$ cat src/rtl/alu_issue_unit.sv
// Execute-stage sequencer: decodes one instruction slice, drives the combinational ALU, returns a registered response.
// Optional SLT/SLTI support is enabled by defining ALU_SLT_EN.
module alu_issue_unit #(
    parameter int XLEN   = 64,
    parameter int CTRL_W = 4
) (
    input  logic              clk,
    input  logic              reset,
    input  logic              in_valid,
    output logic              in_ready,
    input  logic [6:0]        opcode,
    input  logic [2:0]        funct3,
    input  logic              funct7_b5,
    input  logic [XLEN-1:0]   rs1_val,
    input  logic [XLEN-1:0]   rs2_val,
    input  logic [XLEN-1:0]   imm,
    output logic [XLEN-1:0]   alu_a,
    output logic [XLEN-1:0]   alu_b,
    output logic [CTRL_W-1:0] alu_ctrl,
    input  logic [XLEN-1:0]   alu_result,
    input  logic              alu_zero,
    output logic              out_valid,
    input  logic              out_ready,
    output logic [XLEN-1:0]   out_result,
    output logic              out_branch,
    output logic              out_taken,
    output logic              out_illegal
);

    localparam logic [6:0] OP_R  = 7'b0110011;
    localparam logic [6:0] OP_I  = 7'b0010011;
    localparam logic [6:0] OP_LD = 7'b0000011;
    localparam logic [6:0] OP_ST = 7'b0100011;
    localparam logic [6:0] OP_BR = 7'b1100011;

    localparam logic [CTRL_W-1:0] CTRL_AND = CTRL_W'(4'b0000);
    localparam logic [CTRL_W-1:0] CTRL_OR  = CTRL_W'(4'b0001);
    localparam logic [CTRL_W-1:0] CTRL_ADD = CTRL_W'(4'b0010);
    localparam logic [CTRL_W-1:0] CTRL_SUB = CTRL_W'(4'b0110);

    typedef enum logic [1:0] {IDLE, ISSUE, RESP} state_t;

    state_t            state;
    state_t            state_next;
    logic [CTRL_W-1:0] dec_ctrl;
    logic              dec_use_imm;
    logic              dec_illegal;
    logic              dec_branch;
    logic              dec_bne;
    logic              is_branch;
    logic              is_bne;
    logic [XLEN-1:0]   capture;

`ifdef ALU_SLT_EN
    logic dec_slt;
    logic is_slt;
    logic ovf;
    logic lt;
`endif

    always_comb begin
        dec_ctrl    = CTRL_ADD;
        dec_use_imm = 1'b0;
        dec_illegal = 1'b0;
        dec_branch  = 1'b0;
        dec_bne     = 1'b0;
`ifdef ALU_SLT_EN
        dec_slt     = 1'b0;
`endif
        case (opcode)
            OP_R, OP_I: begin
                dec_use_imm = (opcode == OP_I);
                case (funct3)
                    3'b000: dec_ctrl = (opcode == OP_R && funct7_b5) ? CTRL_SUB : CTRL_ADD;
                    3'b111: dec_ctrl = CTRL_AND;
                    3'b110: dec_ctrl = CTRL_OR;
`ifdef ALU_SLT_EN
                    3'b010: begin
                        dec_ctrl = CTRL_SUB;
                        dec_slt  = 1'b1;
                    end
`else
                    3'b010: dec_illegal = 1'b1;
`endif
                    default: dec_illegal = 1'b1;
                endcase
            end
            OP_LD, OP_ST: dec_use_imm = 1'b1;
            OP_BR: begin
                dec_ctrl   = CTRL_SUB;
                dec_branch = 1'b1;
                case (funct3)
                    3'b000:  dec_bne     = 1'b0;
                    3'b001:  dec_bne     = 1'b1;
                    default: dec_illegal = 1'b1;
                endcase
            end
            default: dec_illegal = 1'b1;
        endcase
    end

    assign in_ready  = (state == IDLE);
    assign out_valid = (state == RESP);

    always_ff @(posedge clk or posedge reset) begin
        if (reset) state <= IDLE;
        else       state <= state_next;
    end

    // Illegal encodings skip ISSUE entirely and respond one cycle earlier.
    always_comb begin
        state_next = state;
        case (state)
            IDLE:    if (in_valid) state_next = dec_illegal ? RESP : ISSUE;
            ISSUE:   state_next = RESP;
            RESP:    if (out_ready) state_next = IDLE;
            default: state_next = IDLE;
        endcase
    end

`ifdef ALU_SLT_EN
    // Signed less-than from the subtraction: sign of the difference corrected by signed overflow.
    assign ovf     = (alu_a[XLEN-1] != alu_b[XLEN-1]) && (alu_result[XLEN-1] != alu_a[XLEN-1]);
    assign lt      = alu_result[XLEN-1] ^ ovf;
    assign capture = is_slt ? {{(XLEN-1){1'b0}}, lt} : alu_result;
`else
    assign capture = alu_result;
`endif

    always_ff @(posedge clk or posedge reset) begin
        if (reset) begin
            alu_a       <= '0;
            alu_b       <= '0;
            alu_ctrl    <= CTRL_ADD;
            out_result  <= '0;
            out_branch  <= 1'b0;
            out_taken   <= 1'b0;
            out_illegal <= 1'b0;
            is_branch   <= 1'b0;
            is_bne      <= 1'b0;
`ifdef ALU_SLT_EN
            is_slt      <= 1'b0;
`endif
        end else begin
            case (state)
                IDLE: begin
                    if (in_valid) begin
                        if (dec_illegal) begin
                            out_result  <= '0;
                            out_branch  <= 1'b0;
                            out_taken   <= 1'b0;
                            out_illegal <= 1'b1;
                        end else begin
                            alu_a       <= rs1_val;
                            alu_b       <= dec_use_imm ? imm : rs2_val;
                            alu_ctrl    <= dec_ctrl;
                            is_branch   <= dec_branch;
                            is_bne      <= dec_bne;
                            out_illegal <= 1'b0;
`ifdef ALU_SLT_EN
                            is_slt      <= dec_slt;
`endif
                        end
                    end
                end
                ISSUE: begin
                    out_result <= capture;
                    out_branch <= is_branch;
                    out_taken  <= is_branch & (is_bne ^ alu_zero);
                end
                default: ;
            endcase
        end
    end

endmodule

$ cat config.mk
export PLATFORM = sky130hd
export DESIGN_NAME = alu_issue_unit
export DESIGN_NICKNAME = d
export VERILOG_FILES = /design/src/rtl/alu_issue_unit.sv
export SDC_FILE = /design/constraint.sdc
export NUM_CORES = 1
export LEC_CHECK = 0
export ABC_AREA = 1
export CORE_AREA = 2 2 183 185
export CTS_BUF_LIST = sky130_fd_sc_hd__clkbuf_4 sky130_fd_sc_hd__clkbuf_8
export CTS_CLUSTER_DIAMETER = 50
export CTS_CLUSTER_SIZE = 10
export DETAILED_ROUTE_END_ITERATION = 6
export DIE_AREA = 0 0 185 187
export PLACE_DENSITY = 0.66
export REMOVE_ABC_BUFFERS = 1
export SLEW_MARGIN = 0
export SYNTH_ARGS = -nofsm -noshare
export SYNTH_HDL_FRONTEND = slang
export SYNTH_SLANG_ARGS = --single-unit
$ cat constraint.sdc
create_clock -name clk -period 18.6 [get_ports clk]
set_clock_uncertainty 0.15 [all_clocks]
set_input_delay 3.72 -clock clk [delete_from_list [all_inputs] [get_ports clk]]
set_output_delay 3.72 -clock clk [all_outputs]
set_load 0.03 [all_outputs]
==> summary.txt <==
Worst setup path
  – Crit path largest cell delay: 0.78 ns
  – CP Cell Sequence: clkdlybuf4s50_1 -> inv_1 -> nand2_1 -> nor2_2 -> nand3_1 -> nand2_1 -> nand3_4 -> inv_4 -> buf_4 -> nand2_1 -> nand2_1
  – Buf+Inv Stages, Crit Path: 4
  – Crit-path max FO: 69
  – Setup crit end kind: flip-flop
  – Critical Path Source Type: primary input
  – CP Class: primary input to flip-flop
  – CP most frequent cell: nand2_1
  – Crit path DAT: 7.09 ns
  – CP delay by family, top: buffers and inverters
  – CP max-delay cell: inv_4
  – CP required: 18.95 ns

Clock network
  – CTS clk-pin slew, worst paths: 0.06 ns
  – CTS resizes: 0
  – # hold bufs at CTS: 0
  – Setup bufs post-CTS: 0
  – TritonCTS Buffers: 30
  – Sink Count: 202
  – CTS Buffer Depth: 3
  – Root Buffer: clkbuf_8
  – Worst-Skew Late Latency: 0.57 ns
  – CTS tree: done
  – H-tree depth: 1

Hold path
  – HP Class: flip-flop to flip-flop

Final layout
  – Final Non-Filler Cells: a little over 2,000
  – Layout cells sized above 1: under 10%
  – Commonest non-fill, non-tap cell in the layout: nand2_1
  – Multi-input gate area: between 3000 and 4000 µm²
  – Post-Route Utilization: 43.81%
  – Register area: 5056 µm²
  – Leading cell types in the layout, fill and taps excluded: nand2_1 (600), clkdlybuf4s50_1 (471), dfrtp_1 (201)
  – Final Net Count: 1,826
  – Fin area: 14,400 µm²
  – # fillers: 3,319
  – Area Growth Syn to Fin: 63.45%

Power
  – LEAKAGE: 7.306 nW
  – Clock power frac: 30.0%
  – Switching power of the nets: 0.4186 mW
  – VDD IR max: 63.67 µV
  – Sequential share of power: about two fifths
  – P per Cell Area: 88.63 nW/µm²
  – Pwr Total: 1.276 mW
  – Int Power: approximately 0.86 mW
  – Comb pwr share: 28.8%
  – Sw Share: about 33%

Synthesis
  – Yosys warnings: 0
  – Post-synthesis sequential area ratio: 57.40%
  – Cells after Synth: approximately 1,100
  – Synthesized flop and latch total: 202
  – Synth Cell Area: 8808 µm²
  – Synth cell types: 21
  – Syn avg cell area: 7.928 µm²

STA
  – Final setup fails: 0
  – Actual slew at the worst max-slew pin: between 1 and 1.5 ns
  – Tcrit/Tclk final: 36.24%
  – Setup ws final: 11.86 ns
  – Worst hold slack: 0.3283 ns
  – Hold Violations, Final: 0
  – TNS Setup: 0 ns
  – Final Slew Violations: 0
  – Tmin final: 6.740 ns
  – Max Clk Rate: 148.4 MHz
  – RSZ-0062 raised after global routing: no
  – Max_slew headroom: 16.25%

Route
  – Per-cell routed wire length: ~16 µm
  – 1st-pass router iterations: 5
  – DR vias: 8,683
  – Remaining antenna violation count: 0
  – Via density: 4.301
  – DR iter-0 viols: 260
  – DRC Markers: 0
  – Detailed Route WL: 31,750 µm

Floorplanning
  – Die area: 34,600 µm²
  – Rows: between 60 and 70
  – Die width: 185 µm
  – Core region area: ~33,000 µm²
  – Starting density of the core: 26.80%
  – I/O Pins: around 470
  – Die Span Y: 187 µm

Status
  – Status: finished clean

GRT
  – Antenna violations before repair: 1
  – First-pass GRT wire length: 49,050 µm
  – Largest net degree at the start of global routing: 142
  – Vias in the first global route: 8,963
  – Gr ovfl total: 0
  – Total track usage: 17.87%

Placement
  – Post-DP HPWL: around 23,000 µm
  – IO buf count: around 470
  – Pre-CTS setup slack: roughly 11 ns
  – Placed Instance Area: ~14,000 µm²
  – Placed cell count: 1,970
  – Gp weighted congestion: just over 0.8

Flow run
  – Max Cap Viol: 0
[power by group through the flow]
stage	clock network (mW)	logic (mW)	registers, mW
floorplan	0	0.0672	0.635
global placement	0	0.369	0.530
detailed placement	0	0.371	0.531
CTS	0.400	0.372	0.525
global route	0.420	0.393	0.532
finish	0.383	0.368	0.525
[synth_stat cells, drive strengths merged]
library cell / number / area share (%)
dfrtp: 201 / 57
buf: 40 / 3.3
nand4: 4 / 0.28
nand2: 601 / 26
o211ai: 1 / 0.085
clkbuf: 25 / 1.1
o21ai: 66 / 3.8
inv: 84 / 3.6
a21oi: 1 / 0.057
nor2: 12 / 0.60
xor2: 1 / 0.099
conb: 1 / 0.043
dfstp: 1 / 0.30
nand3: 73 / 4.1
[final cells by class]
type | instances | area share, %
Sequential cell | 202 | 35.12
Tap cell | 448 | 3.893
Timing Repair Buffer | 476 | 33.01
Multi-Input combinational cell | 760 | 21.46
Clock buffer | 36 | 3.311
Inverter | 84 | 2.259
Clock inverter | 12 | 0.9386
Antenna cell | 1 | 0.01738
[worst min-delay path, stage by stage (launching register included)]
cell and delay [ns]:
dfrtp_1 0.34, nand2_1 0.05, nand2_1 0.05
[state kept, by name (all words and copies together) (netlist names), 2 cells and up]
register    count
alu_a          64
alu_b          64
alu_ctrl        3
out_result     64
state           2
[cell families after synthesis]
| group | count (synthesis) | synth area share, % |
|---|---|---|
| buf+inv | 149 | 7.926 |
| xor+xnor | 1 | 0.09945 |
| other cells | 1 | 0.04257 |
| flops | 202 | 57.40 |
| simple gates | 690 | 30.64 |
| compound gates | 68 | 3.892 |
[layer usage]
metal  routed length, µm  track usage [%]
met5                   0                0
met2               15250            30.81
met1               12070            20.19
met4                 880            5.739
met3                3545            6.912
[path summary, 6_finish.rpt]
check                            end  depth (start not counted)      start  slack, ns
max                        alu_b[61]                         11  opcode[2]      11.86
min                         alu_b[0]                          2   alu_b[0]       0.33
max reg2reg                alu_b[61]                          8   state[1]      15.21
min reg2reg                 alu_b[0]                          2   alu_b[0]       0.33
max in group asynchronous  alu_a[63]                          3      reset      13.26
min in group asynchronous  alu_a[40]                          2      reset       3.61
No activity file was read; power rests on OpenSTA's default activity.
